===== config.mk =====
export PLATFORM = sky130hd
export DESIGN_NAME = pcileech_pcie_err_msg_tx
export DESIGN_NICKNAME = d
export VERILOG_FILES = /design/src/rtl/pcileech_pcie_err_msg_tx.sv
export SDC_FILE = /design/constraint.sdc
export NUM_CORES = 1
export LEC_CHECK = 0
export CELL_PAD_IN_SITES_DETAIL_PLACEMENT = 2
export CELL_PAD_IN_SITES_GLOBAL_PLACEMENT = 2
export CORE_MARGIN = 1
export CORE_UTILIZATION = 21
export CTS_CLUSTER_DIAMETER = 80
export DETAILED_ROUTE_END_ITERATION = 10
export PLACE_DENSITY = 0.85
export SYNTH_ARGS = -nofsm -noshare
export SYNTH_HDL_FRONTEND = slang
export SYNTH_SLANG_ARGS = --single-unit

===== constraint.sdc =====
create_clock -name clk -period 4.65 [get_ports clk]
set_clock_uncertainty 0.1 [all_clocks]
set_input_delay 0.93 -clock clk [delete_from_list [all_inputs] [get_ports clk]]
set_output_delay 0.93 -clock clk [all_outputs]
set_load 0.02 [all_outputs]

===== src/rtl/pcileech_pcie_err_msg_tx.sv =====
// PCIe error Message TLP transmitter: captures error pulses into pending flags, emits
// ERR_COR/ERR_NONFATAL/ERR_FATAL messages by priority with a minimum inter-message gap.
module pcileech_pcie_err_msg_tx #(
    parameter int unsigned MIN_GAP = 16,
    parameter int unsigned CNT_W   = 8
) (
    input  logic             clk,
    input  logic             rst,
    input  logic             err_cor,
    input  logic             err_nonfatal,
    input  logic             err_ur,
    input  logic             err_fatal,
    input  logic             cmd_serr_en,
    input  logic             devctl_cor_en,
    input  logic             devctl_nf_en,
    input  logic             devctl_fatal_en,
    input  logic             devctl_ur_en,
    input  logic [15:0]      req_id,
    output logic [127:0]     tx_tdata,
    output logic [15:0]      tx_tkeep,
    output logic             tx_tlast,
    output logic             tx_tvalid,
    input  logic             tx_tready,
    output logic             sig_sys_err_set,
    output logic [CNT_W-1:0] msg_sent_count,
    output logic [CNT_W-1:0] coalesced_count
);
    localparam int unsigned GAP_W      = (MIN_GAP > 1) ? $clog2(MIN_GAP) : 1;
    localparam logic [7:0]  CODE_COR   = 8'h30;
    localparam logic [7:0]  CODE_NF    = 8'h31;
    localparam logic [7:0]  CODE_FATAL = 8'h33;

    typedef enum logic [1:0] {StIdle, StSend, StGap} state_t;

    state_t             state_q, state_d;
    logic               pend_cor_q, pend_nf_q, pend_fatal_q;
    logic               clr_cor, clr_nf, clr_fatal;
    logic               cap_cor, cap_nf, cap_fatal;
    logic [7:0]         code_q, code_d;
    logic [15:0]        rid_q, rid_d;
    logic               tvalid_q, tvalid_d;
    logic [GAP_W-1:0]   gap_q, gap_d;
    logic               accept;
    logic               serr_q;
    logic [CNT_W-1:0]   sent_q, coal_q, coal_nxt;
    logic [1:0]         coal_inc;
    logic [CNT_W+1:0]   coal_sum;

    always_comb begin
        cap_cor   = err_cor & devctl_cor_en;
        // UR is reported as non-fatal, so it also needs the non-fatal path enabled.
        cap_nf    = (err_nonfatal | (err_ur & devctl_ur_en)) & (devctl_nf_en | cmd_serr_en);
        cap_fatal = err_fatal & (devctl_fatal_en | cmd_serr_en);
        accept    = tvalid_q & tx_tready;
    end

    always_comb begin
        state_d   = state_q;
        code_d    = code_q;
        rid_d     = rid_q;
        tvalid_d  = tvalid_q;
        gap_d     = gap_q;
        clr_cor   = 1'b0;
        clr_nf    = 1'b0;
        clr_fatal = 1'b0;
        unique case (state_q)
            StIdle: begin
                if (pend_fatal_q) begin
                    clr_fatal = 1'b1;
                    code_d    = CODE_FATAL;
                end else if (pend_nf_q) begin
                    clr_nf = 1'b1;
                    code_d = CODE_NF;
                end else if (pend_cor_q) begin
                    clr_cor = 1'b1;
                    code_d  = CODE_COR;
                end
                if (pend_fatal_q | pend_nf_q | pend_cor_q) begin
                    rid_d   = req_id;
                    state_d = StSend;
                end
            end
            StSend: begin
                if (accept) begin
                    tvalid_d = 1'b0;
                    gap_d    = '0;
                    state_d  = (MIN_GAP == 0) ? StIdle : StGap;
                end else begin
                    tvalid_d = 1'b1;
                end
            end
            StGap: begin
                if (gap_q == GAP_W'(MIN_GAP - 1)) state_d = StIdle;
                else                              gap_d   = gap_q + 1'b1;
            end
            default: state_d = StIdle;
        endcase
    end

    // A new event on a flag that is being cleared this cycle is a fresh message, not a merge.
    always_comb begin
        coal_inc = {1'b0, cap_cor & pend_cor_q & ~clr_cor}
                 + {1'b0, cap_nf & pend_nf_q & ~clr_nf}
                 + {1'b0, cap_fatal & pend_fatal_q & ~clr_fatal};
        coal_sum = {2'b00, coal_q} + (CNT_W + 2)'(coal_inc);
        coal_nxt = (coal_sum > {2'b00, {CNT_W{1'b1}}}) ? {CNT_W{1'b1}} : coal_sum[CNT_W-1:0];
    end

    always_ff @(posedge clk) begin
        if (rst) begin
            state_q      <= StIdle;
            pend_cor_q   <= 1'b0;
            pend_nf_q    <= 1'b0;
            pend_fatal_q <= 1'b0;
            code_q       <= '0;
            rid_q        <= '0;
            tvalid_q     <= 1'b0;
            gap_q        <= '0;
            serr_q       <= 1'b0;
            sent_q       <= '0;
            coal_q       <= '0;
        end else begin
            state_q      <= state_d;
            pend_cor_q   <= (pend_cor_q & ~clr_cor) | cap_cor;
            pend_nf_q    <= (pend_nf_q & ~clr_nf) | cap_nf;
            pend_fatal_q <= (pend_fatal_q & ~clr_fatal) | cap_fatal;
            code_q       <= code_d;
            rid_q        <= rid_d;
            tvalid_q     <= tvalid_d;
            gap_q        <= gap_d;
            serr_q       <= accept & (code_q != CODE_COR) & cmd_serr_en;
            if (accept && (sent_q != {CNT_W{1'b1}})) sent_q <= sent_q + 1'b1;
            coal_q       <= coal_nxt;
        end
    end

    always_comb begin
        tx_tvalid       = tvalid_q;
        tx_tdata        = tvalid_q ? {64'h0, rid_q, 8'h00, code_q, 32'h3000_0000} : '0;
        tx_tkeep        = {16{tvalid_q}};
        tx_tlast        = tvalid_q;
        sig_sys_err_set = serr_q;
        msg_sent_count  = sent_q;
        coalesced_count = coal_q;
    end
endmodule


# [Word level (Yosys, flattened, before mapping)]
# Index checks and enable logic that the tools add are counted.
[op_classes] addsub=5 mul=0 div=0 n_lt_le_gt_ge=1 n_eq_ne=9 n_shift=0 n_mux=22 bitwise_logic=27 reduce_logical=8
[ops] op="64-bit two-way mux" n=1
[ops] op="8-bit two-way mux" n=4
[ops] op="1-bit bitwise AND" n=16
[ops] op="1-bit two-way mux" n=10
[ops] op="8-bit by 2-bit adder with 9-bit output" n=1
[ops] op="9-bit by 8-bit greater-than comparator with 1-bit output, second input constant" n=1
[ops] op="8-bit by 1-bit adder with 8-bit output, second input constant" n=1
[ops] op="4-bit two-way mux" n=2
[ops] op="2-bit inequality test, second input constant" n=4
[ops] op="8-bit by 6-bit inequality test with 1-bit output, second input constant" n=1
[ops] op="8-bit inequality test, second input constant" n=1
[ops] op="1-bit OR" n=8
[ops] op="4-bit case mux with 2 select lines" n=1
[ops] op="2-bit two-way mux" n=3
[ops] op="2-bit case mux with 3 select lines" n=1
[ops] op="3-bit AND reduction" n=2
[ops] op="4-bit by 1-bit adder with 4-bit output, second input constant" n=1
[ops] op="4-bit equality test, second input constant" n=1
[ops] op="2-bit AND reduction" n=2
[ops] op="1-bit inverter" n=3
[ops] op="3-bit nonzero test" n=1
[ops] op="1-bit by 1-bit adder with 2-bit output" n=1
[ops] op="2-bit by 1-bit adder with 2-bit output" n=1
[ops] op="2-bit by 1-bit equality test with 1-bit output, second input constant" n=1
[ops] op="4 further kinds" n=4
[totals] register_bits=51 latch_bits=0 ramBits=0 rom_bits=0 inputBits=28 mem_count=0

# [Depth between registers and ports, before layout]
[depth] depth_word=11 depth_mapped=12 depth_no_buf=11

# [Least setup slack after synthesis]
# OpenSTA, ideal clock, no wires.
[synth_timing] path_kind="input -> register" from="in cmd_serr_en" to="reg coal_q[0] (netlist: coalesced_count[0])" setup_ns=0.070 arrival_ns=2.947 t_required_ns=4.480 setup_slack_ns=1.532 stages=9 n_path_buf=0 cell_sequence="o21ai_0 -> or2_2 -> fa_1 -> inv_1 -> ha_1 -> inv_1 -> fa_1 -> or3_1 -> a21oi_1"
[synth_via] elab_chain_cells=9 elab_cells_between_ends=13 cone_classes="add/sub: 3; order compare: 1; mux: 1; bitwise: 8"
[synth_rtl] element="start, declared" line_no="13" source="input logic cmd_serr_en,"
[synth_rtl] element="1-bit OR" line_no="52" source="cap_nf = (err_nonfatal | (err_ur & devctl_ur_en)) & (devctl_nf_en | cmd_serr_en);"
[synth_rtl] element="1-bit bitwise AND" line_no="52"
[synth_rtl] element="1-bit bitwise AND (2 in a row)" line_no="103" source="+ {1'b0, cap_nf & pend_nf_q & ~clr_nf}"
[synth_rtl] element="1-bit by 1-bit adder with 2-bit output" line_no="103"
[synth_rtl] element="2-bit by 1-bit adder with 2-bit output *" line_no="104" source="+ {1'b0, cap_fatal & pend_fatal_q & ~clr_fatal};"
[synth_rtl] element="8-bit by 2-bit adder with 9-bit output *" line_no="105" source="coal_sum = {2'b00, coal_q} + (CNT_W + 2)'(coal_inc);"
[synth_rtl] element="9-bit by 8-bit greater-than comparator with 1-bit output" line_no="106" source="coal_nxt = (coal_sum > {2'b00, {CNT_W{1'b1}}}) ? {CNT_W{1'b1}} : coal_sum[CNT_W-1:0];"
[synth_rtl] element="8-bit two-way mux *" line_no="106"
[synth_rtl] element="end signal, assigned" line_no="133" source="coal_q <= coal_nxt;"
[synth_rtl] element="end, declared" line_no="45" source="logic [CNT_W-1:0] sent_q, coal_q, coal_nxt;"
# Every way passes the cells marked *; elsewhere a longest branch is shown, timed or not.
# A chain may end at the register's enable or synchronous reset.

# [Worst setup path after layout]
[layout_timing] from="in cmd_serr_en" to="reg coal_q[3] (netlist: coalesced_count[3])"
# The elaborated chain is that of the path after synthesis.

==> summary.md <==
| Metric | Value |
|---|---|
| Die Wd | 124 microns |
| Period Utilization, post-route | 77.4% |
| RSZ-0062 raised after global routing | no |
| Power Density | 297 nW/um^2 |
| Gr usage total | 10.5% |
| Row Count | 44 |
| CTS Root Cell | clkbuf_16 |
| CP required | 4.76 ns |
| Worst-case reg-to-reg path depth | 10 |
| ANT cells | 0 |
| Peak supply drop | 0.000156 V |
| Hold Buf Count CTS | 0 |
| Post-synth top flop | dfxtp_1 |
| Post-synth EDFFs | 0 |
| Slew @ Worst Pin | 0.989 ns |
| Largest net degree at the start of global routing | 29 |
| DPL Wire Length | 6.36 mm |
| Net Sw Power | 388 uW |
| Maxcap violations | 0 |
| Crit path max-delay family | adder cells |
| Post-CTS setup buffers | 0 |
| Clock slew at reported path FFs | 0.07 ns |
| DRC violations left | 0 |
| Outcome | finished clean |
| Critical path depth | 10 |
| R2R Path End | coalesced_count[3] |
| Crit end category | flip-flop |
| Reg-to-reg startpoint | state_q[1] |
| Number of synthesized register bits | 46 |
| Final GP Congestion | 0.722 |
| Min Tclk post-route | 3.60 ns |
| Area delta synth->final | 19.5% |
| Io pins | 191 |
| Final Cell Area | 3750 sq um |
| Routed wire per std cell | 13.1 microns |
| Int Power | 726 uW |
| Post-Syn Area | 3140 sq um |
| Ys Warns | 0 |
| Clock share of power | 32.2% |
| Crit path max-delay cell type | clkdlybuf4s50_1 |
| Async S/R FF share, synth | 0% |
| Post-Route WL | 8.23 mm |
| Sum Neg Setup Slack | 0 ns |
| CP max FO | 5 |
| Antenna viol nets, final | 0 |
| DP Area | 3600 sq um |
| Fmax | 278 MHz |
| Initial cell density of the core | 21.6% |
| Cells resized by post-CTS repair | 0 |
| DRT Pass-1 Iters | 4 |
| R2R setup slack | 1.42 ns |
| Vias in the first global route | 2537 |
| Sequential area share after synthesis | 29.4% |
| Sw Ratio | 34.8% |
| Total grt overflow | 0 |
| Final slew viol count | 0 |
| Worst path buffer plus inverter count | 3 |
| Critical path arrival | 3.71 ns |
| Post-Synthesis Cells | 384 |
| Clock Sinks | 46 |
| Number of DRC markers in iteration 0 | 29 |
| Static leakage | 0.00150 uW |
| Worst setup path endpoint | coalesced_count[3] |
| Antenna violations before repair | 0 |
| Flop pwr share | 39.7% |
| Final setup vio count | 0 |
| CTS H-tree depth | 2 |
| Port Buffer Count | 84 |
| HP Class | reg2reg |
| CTS max path bufs | 2 |
| Worst-Skew Late Latency | 0.29 ns |
| Share of post-route cells with drive strength above 1 | 4.29% |
| Worst path cell trace | clkdlybuf4s50_1, o21ai_0, or2_2, fa_1, inv_1, ha_1, inv_1, fa_1, or3_1, a31oi_1 |
| CTS tree | built |
| Final hold violations | 0 |
| Die Y | 124 microns |
| Via density | 3.96 |
| Die area | 15400 sq um |
| Via count | 2483 |
| Layout Nets | 476 |
| CP peak stage delay | 0.49 ns |
| CP startpoint kind | input port |
| Total CTS buffers | 5 |
| Syn Area/Cell | 8.17 sq um |
| Slew margin rel. | 33.9% |
| Netlist cell types | 47 |
| Part of the power in combinational logic | 28.1% |
| Critical setup path kind | in2reg |
| Critical path launch point | cmd_serr_en |
| Core Region | 14500 sq um |
| First-pass GRT wire length | 12.6 mm |
-- logic make-up after synthesis --
logic type	share of synthesized area (%)
mux	0.998
simple gates	17.4
compound gates	15.0
xor+xnor	0.279
other cells	0.120
fa+ha+maj	2.87
buf+inv	33.9
flops	29.4
-- sequential cells by signal, indices dropped and copies added, names as in the netlist --
register	flops
msg_sent_count	8
tx_tlast	1
code_q	3
pend_cor_q	1
gap_q	4
pend_nf_q	1
rid_q	16
coalesced_count	8
state_q	2
pend_fatal_q	1
sig_sys_err_set	1
-- worst min-delay path: stages, from the launching register on --
cell and delay (ns):
dfxtp_1 0.30, o21ai_0 0.07, a21oi_1 0.06
-- area by class of cell --
class                   instances  area [sq um]
fillers                      1741         10800
multi-input cells             291          1550
flip-flops and latches         46           921
repair buffers                 87           863
well taps                     184           230
clock buffers                   5           125
inverters                      11          41.3
clock inverters                 3          21.3
-- synthesized netlist by cell type, types with 5 or more instances --
library cell | count | area share, %
buf_4 | 126 | 30
dfxtp_1 | 46 | 29
a21oi_1 | 33 | 5.3
o21ai_0 | 25 | 4.0
nand3_1 | 22 | 3.5
and2_1 | 19 | 3.8
nor2_1 | 12 | 1.4
inv_1 | 11 | 1.3
clkbuf_1 | 7 | 0.84
nand2_1 | 6 | 0.72
a31oi_1 | 5 | 1.0
or3_1 | 5 | 1.0
-- power groups by stage --
stage	clock [uW]	combinational [uW]	sequential (uW)
2_1_floorplan	0	299	448
3_3_place_gp	0	304	450
3_5_place_dp	0	313	452
4_1_cts	376	315	443
5_1_grt	388	341	447
6_report	358	313	442
-- how the worst min path moves through the flow --
| stage | start | to | slack, ns | depth (start not counted) |
|---|---|---|---|---|
| floorplan | rid_q[0] | rid_q[0] | 0.35 | 2 |
| global placement | rid_q[6] | rid_q[6] | 0.36 | 2 |
| detailed placement | rid_q[0] | rid_q[0] | 0.37 | 2 |
| CTS | rid_q[6] | rid_q[6] | 0.38 | 2 |
| global route | rid_q[14] | rid_q[14] | 0.41 | 2 |
| finish | rid_q[10] | rid_q[10] | 0.38 | 2 |
-- cell usage in the layout (no fill, tap or decap), types with 5 or more instances in the layout --
| cell type | Yosys | layout |
|---|---|---|
| nand3_1 | 22 | 22 |
| a21oi_1 | 33 | 33 |
| inv_1 | 11 | 11 |
| a31oi_1 | 5 | 5 |
| or3_1 | 5 | 5 |
| clkdlybuf4s50_1 | 0 | 84 |
| nand2_1 | 6 | 6 |
| conb_1 | 1 | 106 |
| and2_1 | 19 | 19 |
| clkbuf_16 | 0 | 5 |
| nor2_1 | 12 | 12 |
| o21ai_0 | 25 | 25 |
| dfxtp_1 | 46 | 46 |
-- layer usage --
| metal | up-vias | GRT usage, % | wire, microns | part of all wire (%) |
|---|---|---|---|---|
| met5 | - | 0 | 0 | 0 |
| met4 | 0 | 3.13 | 96 | 1.2 |
| met3 | 6 | 2.79 | 488 | 5.9 |
| met2 | 88 | 19.8 | 4320 | 52 |
| met1 | 1202 | 11.4 | 3320 | 40 |
| li1 | 1187 | - | - | - |
-- through the flow --
step	utilization [%]	hold WS [ns]	total power (uW)	std cells	worst slack, ns
final	25.8	0.377	1110	627	1.05
after global routing	25.8	0.412	1180	627	0.904
after CTS	25.8	0.382	1130	627	0.994
after detailed placement	24.8	0.371	765	619	0.737
after global placement	24.8	0.356	754	619	0.901
after floorplan	-	0.349	747	489	1.53
No activity file was read; power rests on OpenSTA's default activity.
